### config.mk
export PLATFORM = sky130hd
export DESIGN_NAME = mc_ctrl
export DESIGN_NICKNAME = d
export VERILOG_FILES = /design/src/rtl/mc_ctrl_pkg.sv /design/src/rtl/mc_ctrl_out.sv /design/src/rtl/mc_ctrl.sv
export SDC_FILE = /design/constraint.sdc
export NUM_CORES = 1
export LEC_CHECK = 0
export ABC_AREA = 0
export BUFFER_PORTS_ARGS = -buffer_cell sky130_fd_sc_hd__buf_4
export CORE_MARGIN = 2
export CORE_UTILIZATION = 40
export CTS_BUF_LIST = sky130_fd_sc_hd__clkbuf_8
export DETAILED_ROUTE_END_ITERATION = 10
export PLACE_DENSITY_LB_ADDON = 0.12
export SLEW_MARGIN = 25
export SYNTH_ARGS = -nofsm -noshare
export SYNTH_HDL_FRONTEND = slang
export SYNTH_SLANG_ARGS = --single-unit
### constraint.sdc
create_clock -name clk -period 1.3 [get_ports clk]
set_input_delay 0.065 -clock clk [delete_from_list [all_inputs] [get_ports clk]]
set_output_delay 0.065 -clock clk [all_outputs]
set_load 0.02 [all_outputs]
### src/rtl/mc_ctrl_pkg.sv
// Shared encodings for the multi-cycle main controller: state enum,
// instruction-class flag bundle and datapath select encodings.
package mc_ctrl_pkg;

    typedef enum logic [3:0] {
        S_FETCH  = 4'd0,
        S_DECODE = 4'd1,
        S_MEMADR = 4'd2,
        S_MEMRD  = 4'd3,
        S_MEMWB  = 4'd4,
        S_MEMWR  = 4'd5,
        S_RTEXE  = 4'd6,
        S_RTWB   = 4'd7,
        S_IEXE   = 4'd8,
        S_IWB    = 4'd9,
        S_BR     = 4'd10,
        S_JMP    = 4'd11,
        S_JAL    = 4'd12,
        S_JR     = 4'd13
    } state_t;

    // One-hot instruction-class flags as delivered by the opcode decoder.
    typedef struct packed {
        logic rt;
        logic addi;
        logic andi;
        logic lw;
        logic sw;
        logic j;
        logic jal;
        logic jr;
        logic beq;
        logic bne;
    } cls_t;

    // Register-file destination select.
    localparam logic [1:0] REG_DST_RT = 2'd0;
    localparam logic [1:0] REG_DST_RD = 2'd1;
    localparam logic [1:0] REG_DST_RA = 2'd2;

    // Register-file write-data select.
    localparam logic [1:0] M2R_ALUOUT = 2'd0;
    localparam logic [1:0] M2R_MDR    = 2'd1;
    localparam logic [1:0] M2R_PC     = 2'd2;

    // ALU B-operand select.
    localparam logic [1:0] SRCB_B      = 2'd0;
    localparam logic [1:0] SRCB_FOUR   = 2'd1;
    localparam logic [1:0] SRCB_IMM    = 2'd2;
    localparam logic [1:0] SRCB_IMM_SH = 2'd3;

    // ALU operation.
    localparam logic [1:0] ALU_ADD   = 2'd0;
    localparam logic [1:0] ALU_SUB   = 2'd1;
    localparam logic [1:0] ALU_FUNCT = 2'd2;
    localparam logic [1:0] ALU_AND   = 2'd3;

    // PC source select.
    localparam logic [1:0] PC_ALU    = 2'd0;
    localparam logic [1:0] PC_ALUOUT = 2'd1;
    localparam logic [1:0] PC_JUMP   = 2'd2;
    localparam logic [1:0] PC_REG    = 2'd3;

    // True when exactly one class flag is set.
    function automatic logic one_hot(input cls_t c);
        logic [9:0] v;
        v = c;
        return (v != 10'd0) && ((v & (v - 10'd1)) == 10'd0);
    endfunction

endpackage

### src/rtl/mc_ctrl_out.sv
// Combinational state -> control decoder for the multi-cycle controller.
// Enables that depend on handshakes or the branch outcome are resolved here.
module mc_ctrl_out
    import mc_ctrl_pkg::*;
(
    input  logic       rst,
    input  state_t     state,
    input  cls_t       cls,
    input  logic       zero,
    input  logic       mem_rdy,
    output logic       pc_wr,
    output logic       iord,
    output logic       mem_rd,
    output logic       mem_wr,
    output logic       ir_wr,
    output logic       reg_wr,
    output logic [1:0] reg_dst,
    output logic [1:0] mem2reg,
    output logic       alu_src_a,
    output logic [1:0] alu_src_b,
    output logic [1:0] alu_op,
    output logic [1:0] pc_src,
    output logic       instr_done,
    output logic       illegal
);

    // Decode the current state into datapath enables and selects.
    always_comb begin
        // NOTE: every output is given a default before the case so no path
        // leaves one unassigned, which would otherwise infer a latch.
        pc_wr      = 1'b0;
        iord       = 1'b0;
        mem_rd     = 1'b0;
        mem_wr     = 1'b0;
        ir_wr      = 1'b0;
        reg_wr     = 1'b0;
        reg_dst    = REG_DST_RT;
        mem2reg    = M2R_ALUOUT;
        alu_src_a  = 1'b0;
        alu_src_b  = SRCB_B;
        alu_op     = ALU_ADD;
        pc_src     = PC_ALU;
        instr_done = 1'b0;
        illegal    = 1'b0;

        case (state)
            S_FETCH: begin
                mem_rd    = 1'b1;
                alu_src_b = SRCB_FOUR;
                ir_wr     = mem_rdy;
                pc_wr     = mem_rdy;
            end
            S_DECODE: begin
                // Branch target is precomputed into ALUOut here.
                alu_src_b = SRCB_IMM_SH;
                if (!one_hot(cls)) begin
                    illegal    = 1'b1;
                    instr_done = 1'b1;
                end
            end
            S_MEMADR: begin
                alu_src_a = 1'b1;
                alu_src_b = SRCB_IMM;
            end
            S_MEMRD: begin
                mem_rd = 1'b1;
                iord   = 1'b1;
            end
            S_MEMWB: begin
                reg_wr     = 1'b1;
                reg_dst    = REG_DST_RT;
                mem2reg    = M2R_MDR;
                instr_done = 1'b1;
            end
            S_MEMWR: begin
                mem_wr     = 1'b1;
                iord       = 1'b1;
                instr_done = mem_rdy;
            end
            S_RTEXE: begin
                alu_src_a = 1'b1;
                alu_src_b = SRCB_B;
                alu_op    = ALU_FUNCT;
            end
            S_RTWB: begin
                reg_wr     = 1'b1;
                reg_dst    = REG_DST_RD;
                instr_done = 1'b1;
            end
            S_IEXE: begin
                alu_src_a = 1'b1;
                alu_src_b = SRCB_IMM;
                alu_op    = cls.andi ? ALU_AND : ALU_ADD;
            end
            S_IWB: begin
                reg_wr     = 1'b1;
                reg_dst    = REG_DST_RT;
                instr_done = 1'b1;
            end
            S_BR: begin
                alu_src_a  = 1'b1;
                alu_src_b  = SRCB_B;
                alu_op     = ALU_SUB;
                pc_src     = PC_ALUOUT;
                pc_wr      = (cls.beq & zero) | (cls.bne & ~zero);
                instr_done = 1'b1;
            end
            S_JMP: begin
                pc_src     = PC_JUMP;
                pc_wr      = 1'b1;
                instr_done = 1'b1;
            end
            S_JAL: begin
                // Old PC (already PC+4) lands in $31 on the same edge the PC loads.
                reg_wr     = 1'b1;
                reg_dst    = REG_DST_RA;
                mem2reg    = M2R_PC;
                pc_src     = PC_JUMP;
                pc_wr      = 1'b1;
                instr_done = 1'b1;
            end
            S_JR: begin
                pc_src     = PC_REG;
                pc_wr      = 1'b1;
                instr_done = 1'b1;
            end
            default: ;
        endcase

        // Reset suppresses every write and parks the selects at FETCH values.
        if (rst) begin
            pc_wr      = 1'b0;
            iord       = 1'b0;
            mem_rd     = 1'b0;
            mem_wr     = 1'b0;
            ir_wr      = 1'b0;
            reg_wr     = 1'b0;
            reg_dst    = REG_DST_RT;
            mem2reg    = M2R_ALUOUT;
            alu_src_a  = 1'b0;
            alu_src_b  = SRCB_FOUR;
            alu_op     = ALU_ADD;
            pc_src     = PC_ALU;
            instr_done = 1'b0;
            illegal    = 1'b0;
        end
    end

endmodule

### src/rtl/mc_ctrl.sv
// Multi-cycle main controller: state register and next-state sequencing;
// output decoding lives in mc_ctrl_out.
module mc_ctrl
    import mc_ctrl_pkg::*;
(
    input  logic       clk,
    input  logic       rst,
    input  logic       RT,
    input  logic       addi,
    input  logic       andi,
    input  logic       lw,
    input  logic       sw,
    input  logic       j,
    input  logic       jal,
    input  logic       jr,
    input  logic       beq,
    input  logic       bne,
    input  logic       zero,
    input  logic       mem_rdy,
    output logic       pc_wr,
    output logic       iord,
    output logic       mem_rd,
    output logic       mem_wr,
    output logic       ir_wr,
    output logic       reg_wr,
    output logic [1:0] reg_dst,
    output logic [1:0] mem2reg,
    output logic       alu_src_a,
    output logic [1:0] alu_src_b,
    output logic [1:0] alu_op,
    output logic [1:0] pc_src,
    output logic       instr_done,
    output logic       illegal
);

    state_t state;
    state_t next_state;
    cls_t   cls;

    assign cls = {RT, addi, andi, lw, sw, j, jal, jr, beq, bne};

    // State register with synchronous reset back to FETCH.
    always_ff @(posedge clk) begin
        // NOTE: sequential state uses non-blocking assignment so every
        // register samples its inputs from before the clock edge.
        if (rst) state <= S_FETCH;
        else     state <= next_state;
    end

    // Next-state sequencing through fetch/decode/execute/memory/write-back.
    always_comb begin
        next_state = S_FETCH;
        case (state)
            S_FETCH:  next_state = mem_rdy ? S_DECODE : S_FETCH;
            S_DECODE: begin
                if (!one_hot(cls))          next_state = S_FETCH;
                else if (cls.lw || cls.sw)  next_state = S_MEMADR;
                else if (cls.rt)            next_state = S_RTEXE;
                else if (cls.addi || cls.andi) next_state = S_IEXE;
                else if (cls.beq || cls.bne)   next_state = S_BR;
                else if (cls.j)             next_state = S_JMP;
                else if (cls.jal)           next_state = S_JAL;
                else                        next_state = S_JR;
            end
            S_MEMADR: next_state = cls.lw ? S_MEMRD : S_MEMWR;
            S_MEMRD:  next_state = mem_rdy ? S_MEMWB : S_MEMRD;
            S_MEMWR:  next_state = mem_rdy ? S_FETCH : S_MEMWR;
            S_RTEXE:  next_state = S_RTWB;
            S_IEXE:   next_state = S_IWB;
            default:  next_state = S_FETCH;
        endcase
    end

    mc_ctrl_out u_out (
        .rst        (rst),
        .state      (state),
        .cls        (cls),
        .zero       (zero),
        .mem_rdy    (mem_rdy),
        .pc_wr      (pc_wr),
        .iord       (iord),
        .mem_rd     (mem_rd),
        .mem_wr     (mem_wr),
        .ir_wr      (ir_wr),
        .reg_wr     (reg_wr),
        .reg_dst    (reg_dst),
        .mem2reg    (mem2reg),
        .alu_src_a  (alu_src_a),
        .alu_src_b  (alu_src_b),
        .alu_op     (alu_op),
        .pc_src     (pc_src),
        .instr_done (instr_done),
        .illegal    (illegal)
    );

endmodule

Yosys cells after proc, flatten, opt, wreduce, memory -nomap -nowiden
Index checks and enable logic that the tools add are counted.
{"block": "totals", "register_bits": 4, "inputBits": 14, "output_inout_bits": 19, "latchBits": 0, "mem_count": 0, "word_cells": 77, "ramBits": 0, "romBits": 0}
{"block": "classes", "addsub": 1, "magnitude_cmp": 0, "n_mux": 42, "bitwise_logic": 5, "eq_ne": 13, "n_shift": 0, "div": 0, "n_reduce_logical": 15, "mul": 0}
{"op": "$pmux W4 S7", "count": 1}
{"op": "$eq A4 B4 Y1 const B", "count": 6}
{"op": "$mux W1", "count": 19}
{"op": "$mux W3", "count": 6}
{"op": "$pmux W2 S3", "count": 3}
{"op": "$eq A4 B3 Y1 const B", "count": 4}
{"op": "$mux W2", "count": 6}
{"op": "$mux W4", "count": 3}
{"op": "$and A10 B10 Y10", "count": 1}
{"op": "$logic_not A10 Y1", "count": 1}
{"op": "$reduce_bool A10 Y1", "count": 1}
{"op": "$sub A10 B1 Y10 const B", "count": 1}
{"op": "$eq A4 B2 Y1 const B", "count": 2}
{"op": "$pmux W2 S2", "count": 2}
{"op": "$reduce_or A2 Y1", "count": 4}
{"op": "$reduce_or A4 Y1", "count": 2}
{"op": "$reduce_or A7 Y1", "count": 1}
{"op": "$pmux W1 S3", "count": 2}
{"op": "$eq A4 B1 Y1 const B", "count": 1}
{"op": "$logic_not A4 Y1", "count": 1}
{"op": "$logic_or A1 B1 Y1", "count": 3}
{"op": "$reduce_or A3 Y1", "count": 1}
{"op": "$and A1 B1 Y1", "count": 2}
{"op": "$logic_and A1 B1 Y1", "count": 1}
{"op": "other kinds (2)", "count": 2}

Depth between registers and ports, before layout
Gate-level depths: netlist (run 1).
{"block": "depth", "word_depth": 8, "ltp_mapped": 6, "ltp_nobuf": 5}

Hierarchy
From an unflattened synthesis (run 1), not the netlist that was laid out.
{"block": "unflattened", "cells_unflattened": 131, "area_unflattened_um2": 909.6}
{"mod": "mc_ctrl_out", "instances": 1, "seq_area_each_um2": 0.0, "cells_each": 73, "area_per_inst_um2": 457.9}
{"mod": "mc_ctrl", "instances": 1, "seq_area_each_um2": 80.1, "cells_each": 58, "area_per_inst_um2": 451.7}

Worst setup path after synthesis (run 1)
OpenSTA, ideal clock, no wires.
{"block": "synth_timing", "kind": "register to output", "start": "register state[2]", "end": "output instr_done", "n_path_buf": 1, "required_ns": 1.235, "t_arrival_ns": 1.480, "path_stages_with_launch": 6, "path_slack_ns": -0.245, "cell_sequence": "dfxtp_1 clkbuf_1 o22ai_1 a21o_1 o31a_1 a311oi_2"}
{"block": "synth_via", "elab_chain_cells": 4, "word_cells_on_any_way": 12, "classes_between": "9 x eq/ne; 2 x mux; 1 x reduce/logical"}
{"item": "start: declaration", "line_no": "mc_ctrl.sv:36", "text": "state_t state;"}
{"item": "start signal: assignment", "line_no": "mc_ctrl.sv:47", "text": "else state <= next_state;"}
{"item": "$eq A4 B3 Y1 or $eq A4 B4 Y1 (tied branches)", "line_no": "mc_ctrl_out.sv:46", "text": "case (state)"}
{"item": "$reduce_or A7 Y1 (no line)"}
{"item": "$pmux W1 S3 *", "line_no": "mc_ctrl_out.sv:46"}
{"item": "$mux W1 *", "line_no": "mc_ctrl_out.sv:131", "text": "if (rst) begin"}
{"item": "end: declaration", "line_no": "mc_ctrl.sv:32", "text": "output logic instr_done,"}
Mark *: on every way between the ends. The rest lies on a longest branch, timed or not.

Worst setup path after layout (run 1)
{"block": "layout_timing", "start": "register state[1]", "end": "output instr_done"}
The elaborated chain is that of the path after synthesis.

==> flow_summary.ini, run 1 <==
[placed_design]
place_congestion = 0.840
numPortBuffers = 32
dp_hpwl_mm = 2.12
dp.cells = 197

[timing]
setup_violations = 22
finalHoldViolCount = 0
fmax_ghz = 0.565
setup_tns_ns = -5.11
finalHoldWorstSlack_ns = 0.281
slew_viol_final = 0
grt_setup_unrepaired = yes
worst_slack_ns = -0.469
maxSlewHeadroom = 0.713
tightest_slew_ns = 0.424
period_minus_slack_ns = 1.77
min_period_over_period = 1.36
fin_skew_ns = 0.00251

[worst_setup_path]
cpPeakStageDelay_ns = 0.39
rr_worst_depth = 7
critPathKind = flip-flop to output pin
cp_data_required_time_ns = 1.24
cp-end-kind = output pin
cp.arrival_ns = 1.70
critPathBufInv = 1
critPathLaunchType = flip-flop
cp_slowest_cell = dfxtp_4
path_depth = 6
cp_cell_sequence = o21a_1 -> o22ai_2 -> a21o_1 -> o31a_1 -> a311oi_4 -> buf_6
cp_max_fo = 7
crit_family = compound AO/OA/AOI/OAI gates

[global_route]
grt_use_total = 0.341
overflow = 0
grt_start_max_net_pins = 11
antenna_found_initial = 0
grt_pass1_vias = 1190
grt_pass1_wl_mm = 5.42

[die]
die_w_um = 47.8
core.rowCount = 15
core_um2 = 1760
io_pins = 33
start_util = 0.435
dieArea_um2 = 2280
die-height_um = 47.8

[synthesis]
synth_top_family_by_area = simple AND/OR/NAND/NOR gates
ys_seq_area_frac = 0.104
synth-edff-count = 0
synthFlopType = dfxtp_1
synthAdderAreaFrac = 0.0147
synthTopCellsByArea = dfxtp_1 10%, nor2_1 6.4%, nor4b_1 4.6%
synth_compound_gate_area_share = 0.285
synthDistinctLibCells = 45
synthMuxAreaShare = 0.0538
synth_top_area_frac = 0.104
synth_fp_nets = 126
synth_seq_cells = 4
synth_simple_gate_area_frac = 0.432
synth_cells = 112
async_flop_share = 0
synth_warnings = 0
synthXorXnorAreaFrac = 0.0343
syn_avg_cell_area_um2 = 6.85
syn-cell-area_um2 = 767
synth_area_leader_cell = dfxtp_1

[pwr]
p_sw_frac = 0.326
p_comb_frac = 0.439
ir_worst_vdd_v = 0.000756
p_int_w = 0.000456
netSwitchingPower_w = 0.000221
seqPwrFrac = 0.182
cellLeakagePower_nw = 0.708
clockPowerShare = 0.379
p_per_area_nw_per_um2 = 403

[outcome]
status = finished, violations left
violations = setup timing

[clocking]
clk_latency_ns = 0.22
cts.path.max_buffers = 2
clkSinkCount = 4
path_clk_slew_ns = 0.03
htreeDepth = 1
clockRootBuffer = clkbuf_8
tritoncts = built
cts_hold_buf = 0
numCtsBuffers = 3

[routing]
viasPerCell = 6.73
drc_errors = 0
wl_mm = 5.10
drt_iter0_drc = 124
vias = 1413
firstDrtPassIters = 4
routedWlPerCell_um = 24.3
antenna_left = 0

[finish]
finalNetCount = 201
final_cells = 210
diodes = 0
final_layout_size_suffix_gt1_frac = 0.686
final_cell_mix = 56 x buf_4, 24 x buf_6, 7 x nor2_1
largest_reg_flops = 4
largest-register = state
area_delta_synth_final_pct = 119
final_common_cell = buf_4
largestRegisters = state: 4 flops

[worst_hold_path]
min_path_cells = 4
min_path_type = input pin to flip-flop

[run]
drv_cap = 0
==> final cells by class <==
cell class              count  area [um2]
multi-input cells          95         808
repair buffers             80         691
flip-flops and latches      4        95.1
fillers                    42        86.3
clock buffers               3        41.3
well taps                  25        31.3
inverters                   3        11.3
==> kinds of logic after synthesis <==
group | count (synthesis)
buf+inv | 13
fa+ha+maj | 1
simple gates | 59
compound gates | 28
mux | 4
xor+xnor | 3
flops | 4
==> final timing paths <==
check	from	end	slack, ns
setup / recovery	state[1]	instr_done	-0.47
hold / removal	andi	state[0]	0.28
setup reg to reg	state[1]	state[0]	-0.35
hold reg to reg	state[1]	state[3]	0.81
==> Yosys cell counts, types with 2 or more instances <==
| cell | number |
|---|---|
| a21o_1 | 2 |
| a21oi_1 | 3 |
| a32oi_1 | 3 |
| and3_1 | 4 |
| buf_2 | 3 |
| clkbuf_1 | 5 |
| dfxtp_1 | 4 |
| inv_1 | 3 |
| mux2i_1 | 3 |
| nand2_1 | 6 |
| nand2b_1 | 5 |
| nand3_1 | 4 |
| nor2_1 | 13 |
| nor2b_1 | 4 |
| nor3_1 | 6 |
| nor4_1 | 5 |
| nor4b_1 | 4 |
| o21a_1 | 2 |
| o21ai_0 | 3 |
| o22ai_1 | 2 |
| o31ai_1 | 2 |
| or3_1 | 2 |
| xor2_1 | 2 |
==> worst register-to-register path: cells and delay by family (launching register included) <==
family / cells / cell delay (ns)
AO/OA/AOI/OAI: 3 / 0.41
buffers and inverters: 2 / 0.27
flip-flops: 1 / 0.37
AND/OR/NAND/NOR: 2 / 0.52
==> through the flow <==
| stage | util | total power, W | setup WS (ns) | cell area (um2) |
|---|---|---|---|---|
| floorplan | - | 0.000238 | -0.0194 | 818 |
| global route | 0.951 | 0.000697 | -0.531 | 1680 |
| finish | 0.951 | 0.000677 | -0.469 | 1680 |
| global placement | 0.742 | 0.000352 | -0.193 | 1310 |
| detailed placement | 0.742 | 0.000359 | -0.151 | 1310 |
| CTS | 0.855 | 0.000635 | -0.277 | 1510 |
==> metal layers <==
layer / up-vias / global-route usage / share of wire
met5: - / 0 / 0
met4: 0 / 0.232 / 0.070
met3: 45 / 0.0679 / 0.10
met2: 135 / 0.621 / 0.47
met1: 659 / 0.344 / 0.36
li1: 574 / - / -
==> repair_timing <==
action	in CTS	in global routing
setup buffers	6	7
pin swaps	5	10
gates cloned	0	0
setup endpoints to repair	21	22
resized for setup	38	31
==> power groups by stage <==
stage	sequential [W]	clock (W)	combinational (W)
4_1_cts	0.000122	0.000262	0.000250
3_3_place_gp	0.000129	0	0.000223
3_5_place_dp	0.000129	0	0.000230
5_1_grt	0.000123	0.000270	0.000305
2_1_floorplan	0.000129	0	0.000110
6_report	0.000123	0.000256	0.000297
(Power assumes the default switching activity.)
==> run 2: changes to the inputs <==
--- a/config.mk
+++ b/config.mk
@@ -12,6 +12,7 @@
 export CTS_BUF_LIST = sky130_fd_sc_hd__clkbuf_8
 export DETAILED_ROUTE_END_ITERATION = 10
 export PLACE_DENSITY_LB_ADDON = 0.12
+export SKIP_CTS_REPAIR_TIMING = 1
 export SLEW_MARGIN = 25
 export SYNTH_ARGS = -nofsm -noshare
 export SYNTH_HDL_FRONTEND = slang
==> run 2 against run 1 <==
The run still ends with setup timing left; die area is the same; critical path depth is the same; largest power group unchanged; global-route usage shrank 8.6 points.
==> flow_summary.ini, run 2 (synthesis gave the netlist of run 1 again) <==
[timing]
finalHoldWorstSlack_ns = 0.251
tightest_slew_ns = 0.354
setup_violations = 21
fin_skew_ns = 0.000397
grt_setup_unrepaired = yes
finalHoldViolCount = 0
maxSlewHeadroom = 0.762
slew_viol_final = 0
min_period_over_period = 1.29
worst_slack_ns = -0.372
fmax_ghz = 0.598
period_minus_slack_ns = 1.67

[finish]
largest-register = state
final_common_cell = buf_4
area_delta_synth_final_pct = 96.4
final_cell_mix = 68 x buf_4, 9 x nor2_1, 7 x buf_6
final_cell_area_um2 = 1510
finalNetCount = 196
largestRegisters = state: 4 flops
largest_reg_flops = 4
final_layout_size_suffix_gt1_frac = 0.628
diodes = 0

[worst_setup_path]
critPathLaunchType = flip-flop
r2r-end = state[0]
cp-end-kind = output pin
cp_slowest_cell = dfxtp_4
rr_worst_depth = 6
cp.arrival_ns = 1.61
cp_data_required_time_ns = 1.24
cp_cell_sequence = o21a_1 -> o22ai_1 -> a21o_1 -> o31a_1 -> a311oi_4 -> buf_6
cpPeakStageDelay_ns = 0.39
crit_family = compound AO/OA/AOI/OAI gates
critPathKind = flip-flop to output pin
critPathBufInv = 1
cp_max_fo = 8
reg2reg_from = state[0]
reg2reg_slack_ns = -0.25

[worst_hold_path]
min_path_cells = 4
min_path_type = input pin to flip-flop
hp-start = andi
hold_end = state[0]

[outcome]
status = finished, violations left
violations = setup timing

[routing]
antenna_left = 0
drc_errors = 0
viasPerCell = 6.08
vias = 1247
firstDrtPassIters = 4
drt_iter0_drc = 39
wl_mm = 3.63
routedWlPerCell_um = 17.7

[pwr]
p_per_area_nw_per_um2 = 427
ir_worst_vdd_v = 0.000612
finalPower_w = 0.000643
cellLeakagePower_nw = 0.659

[placed_design]
placed_cell_area_um2 = 1310
place_congestion = 0.840
dp_hpwl_mm = 2.12
numPortBuffers = 32

[clocking]
clockRootBuffer = clkbuf_8
htreeDepth = 1
numCtsBuffers = 3
path_clk_slew_ns = 0.03
tritoncts = built
clk_latency_ns = 0.21
clkSinkCount = 4
cts.path.max_buffers = 2

[global_route]
grt_start_max_net_pins = 13
overflow = 0
grt_use_total = 0.255
grt_pass1_vias = 959
antenna_found_initial = 0
grt_pass1_wl_mm = 4.10

[die]
io_pins = 33
dieArea_um2 = 2280
core.rowCount = 15
start_util = 0.435
die_w_um = 47.8
core_um2 = 1760
die-height_um = 47.8

[run]
drv_cap = 0
[run 2: worst max-delay path by stage]
stage                     startpoint    endpoint  slack, ns  cells past startpoint
final                       state[1]  instr_done      -0.37                      6
after global routing        state[1]  instr_done      -0.40                      6
after detailed placement    state[2]    state[0]      -0.15                      5
after CTS                   state[1]  instr_done      -0.37                      6
after global placement      state[2]    state[0]      -0.19                      5
after floorplan             state[3]  instr_done      -0.02                      6
[run 2: worst reg2reg max path, stage by stage (launching register included)]
cell and delay [ns]:
dfxtp_4 0.37, buf_6 0.14, inv_1 0.13, or3_1 0.39
o211ai_1 0.16, a32oi_1 0.12, o21ai_1 0.16
[run 2: per-layer routing]
layer	track usage	wire (um)
met2	0.445	1950
met1	0.281	1370
met5	0	0
met4	0.173	121
met3	0.0377	188
[run 2: metrics by stage]
stage	utilization	cells	TNS, ns	setup slack, ns
after floorplan	-	112	-0.0194	-0.0194
after global routing	0.854	205	-4.40	-0.396
after global placement	0.742	197	-0.863	-0.193
final	0.854	205	-3.59	-0.372
after detailed placement	0.742	197	-0.768	-0.151
after CTS	0.765	200	-3.82	-0.371
[run 2: cell type report]
type,instances,area [um2]
fillers,117,258
multi-input cells,95,741
clock buffers,3,41.3
flip-flops and latches,4,92.6
inverters,3,11.3
repair buffers,75,589
well taps,25,31.3
[run 2: report_power, final]
group	internal [W]	switching (W)	total (W)
clock network	0.000197	0.0000578	0.000255
logic	0.000130	0.000134	0.000264
registers	0.000121	0.00000364	0.000124
total	0.000448	0.000196	0.000643
==> run 3: changes to the inputs <==
--- a/config.mk
+++ b/config.mk
@@ -7,7 +7,6 @@
 export LEC_CHECK = 0
 export ABC_AREA = 0
 export BUFFER_PORTS_ARGS = -buffer_cell sky130_fd_sc_hd__buf_4
-export CORE_MARGIN = 2
 export CORE_UTILIZATION = 40
 export CTS_BUF_LIST = sky130_fd_sc_hd__clkbuf_8
 export DETAILED_ROUTE_END_ITERATION = 10
==> constraint.sdc (replaced) <==
create_clock -name clk -period 1.4 [get_ports clk]
set_input_delay 0.07 -clock clk [delete_from_list [all_inputs] [get_ports clk]]
set_output_delay 0.07 -clock clk [all_outputs]
set_load 0.02 [all_outputs]
==> run 3 against run 2 <==
The run still ends with setup timing left; setup slack improved by 0.093 ns; flip-flop and latch count unchanged; first-iteration DRC count is 54% higher; final area up 0.58%; hold slack lost 0.056 ns; sequential power decreased by 8%; clock skew rose by 0.00089 ns; combinational power fell by 16%; count of clock-buffer cells in the layout did not move; non-clock buffer count down 6; highest routed layer unchanged.
==> flow_summary.ini, run 3 (synthesis gave the netlist of run 1 again) <==
[timing]
period_minus_slack_ns = 1.68
min_period_over_period = 1.20
maxSlewHeadroom = 0.729
tightest_slew_ns = 0.404
fin_skew_ns = 0.00129
grt_setup_unrepaired = yes
worst_slack_ns = -0.279
setup_violations = 20
finalHoldViolCount = 0
fmax_ghz = 0.596
slew_viol_final = 0

[pwr]
ir_worst_vdd_v = 0.000572
cellLeakagePower_nw = 0.667
p_per_area_nw_per_um2 = 400

[routing]
firstDrtPassIters = 4
drt_iter0_drc = 60
routedWlPerCell_um = 18.7
drc_errors = 0
vias = 1254
antenna_left = 0
wl_mm = 3.73
viasPerCell = 6.30

[run]
drv_cap = 0

[finish]
final_cell_mix = 56 x buf_4, 13 x buf_6, 8 x nor2_1
diodes = 0
final_util = 0.859
finalNetCount = 190
area_delta_synth_final_pct = 97.6
final_cells = 199
final_layout_size_suffix_gt1_frac = 0.632
largest_reg_flops = 4
final_common_cell = buf_4
largestRegisters = state: 4 flops
nFillCells = 101
largest-register = state

[worst_setup_path]
cp_data_required_time_ns = 1.33
cp_slowest_cell = or3_4
startpoint = state[0]
critPathBufInv = 2
critPathKind = flip-flop to output pin
cp.arrival_ns = 1.61
crit_family = simple AND/OR/NAND/NOR gates
cp-end-kind = output pin
reg2reg_slack_ns = -0.12
rr_worst_depth = 7
cp_max_fo = 5
cp_cell_sequence = buf_4 -> nor2b_4 -> a21oi_2 -> nor2_2 -> or3_4 -> buf_6
critPathLaunchType = flip-flop
reg2reg_from = state[0]
cpPeakStageDelay_ns = 0.39
r2r-end = state[2]

[clocking]
htreeDepth = 1
clkSinkCount = 4
path_clk_slew_ns = 0.04
clockRootBuffer = clkbuf_8
cts.path.max_buffers = 2
clk_latency_ns = 0.23
numCtsBuffers = 3
tritoncts = built

[die]
io_pins = 33
core_um2 = 1760
die-height_um = 45.8
start_util = 0.435
dieArea_um2 = 2100
core.rowCount = 15
die_w_um = 45.8

[placed_design]
dp.cells = 190
dp_hpwl_mm = 2.13
place_congestion = 0.841
numPortBuffers = 32

[global_route]
grt_start_max_net_pins = 13
overflow = 0
grt_pass1_vias = 980
grt_pass1_wl_mm = 4.51
grt_use_total = 0.298
antenna_found_initial = 0

[outcome]
status = finished, violations left
violations = setup timing

[worst_hold_path]
min_path_cells = 2
min_path_type = input pin to flip-flop
hp-start = rst
hold_end = state[0]
==> run 3: cell count changes in the layout (fill, tap and decap cells not counted), moves of 2 or more <==
cell     delta
inv_2       +2
inv_1       -2
nor3_2      -3
nor3_1      +2
buf_4      -12
nand2_1     -2
and3_1      +2
buf_6       +6
==> run 3: worst register-to-register path, delay by kind of cell (launching register included) <==
kind	cells	cell delay, ns
flip-flops	1	0.36
buffers and inverters	2	0.28
AND/OR/NAND/NOR	2	0.23
AO/OA/AOI/OAI	3	0.53
==> run 3: how the worst max path moves through the flow <==
stage	endpoint	slack, ns	depth (start not counted)
5_1_grt	instr_done	-0.31	6
4_1_cts	instr_done	-0.40	6
2_1_floorplan	instr_done	-0.04	6
3_3_place_gp	instr_done	-0.11	6
6_report	pc_wr	-0.28	6
3_5_place_dp	instr_done	-0.14	6
==> run 3: power by group <==
part	internal, W	switching [W]	total, W	leakage [nW]
Clock	0.000185	0.0000834	0.000269	0.0216
Sequential	0.000110	0.00000377	0.000114	0.0355
Combinational	0.000103	0.000120	0.000223	0.610
Total	0.000398	0.000208	0.000606	0.667
==> run 3: routing by layer <==
layer	vias to the layer above	GRT usage	routed length, um
met3	22	0.0516	380
met1	583	0.400	1390
met5	-	0	0
li1	548	-	-
met2	101	0.477	1810
met4	0	0.106	145
==> run 3: layout make-up <==
class / instances / area, um2 / share of cell area
sequential: 4 / 95.1 / 0.0628
clock buffer: 3 / 41.3 / 0.0273
timing repair buffer: 69 / 567 / 0.374
tap: 25 / 31.3 / 0.0206
multi-input combinational: 95 / 769 / 0.508
inverter: 3 / 11.3 / 0.00743
==> run 3: metrics by stage <==
step	instance area [um2]	power, W	hold WS (ns)	setup WS (ns)	TNS [ns]
after floorplan	795	0.000220	0.266	-0.0447	-0.0447
after detailed placement	1250	0.000316	0.399	-0.136	-0.500
after CTS	1290	0.000568	0.166	-0.400	-3.38
final	1520	0.000606	0.194	-0.279	-1.79
after global routing	1520	0.000627	0.209	-0.310	-2.50
after global placement	1250	0.000310	0.392	-0.111	-0.217
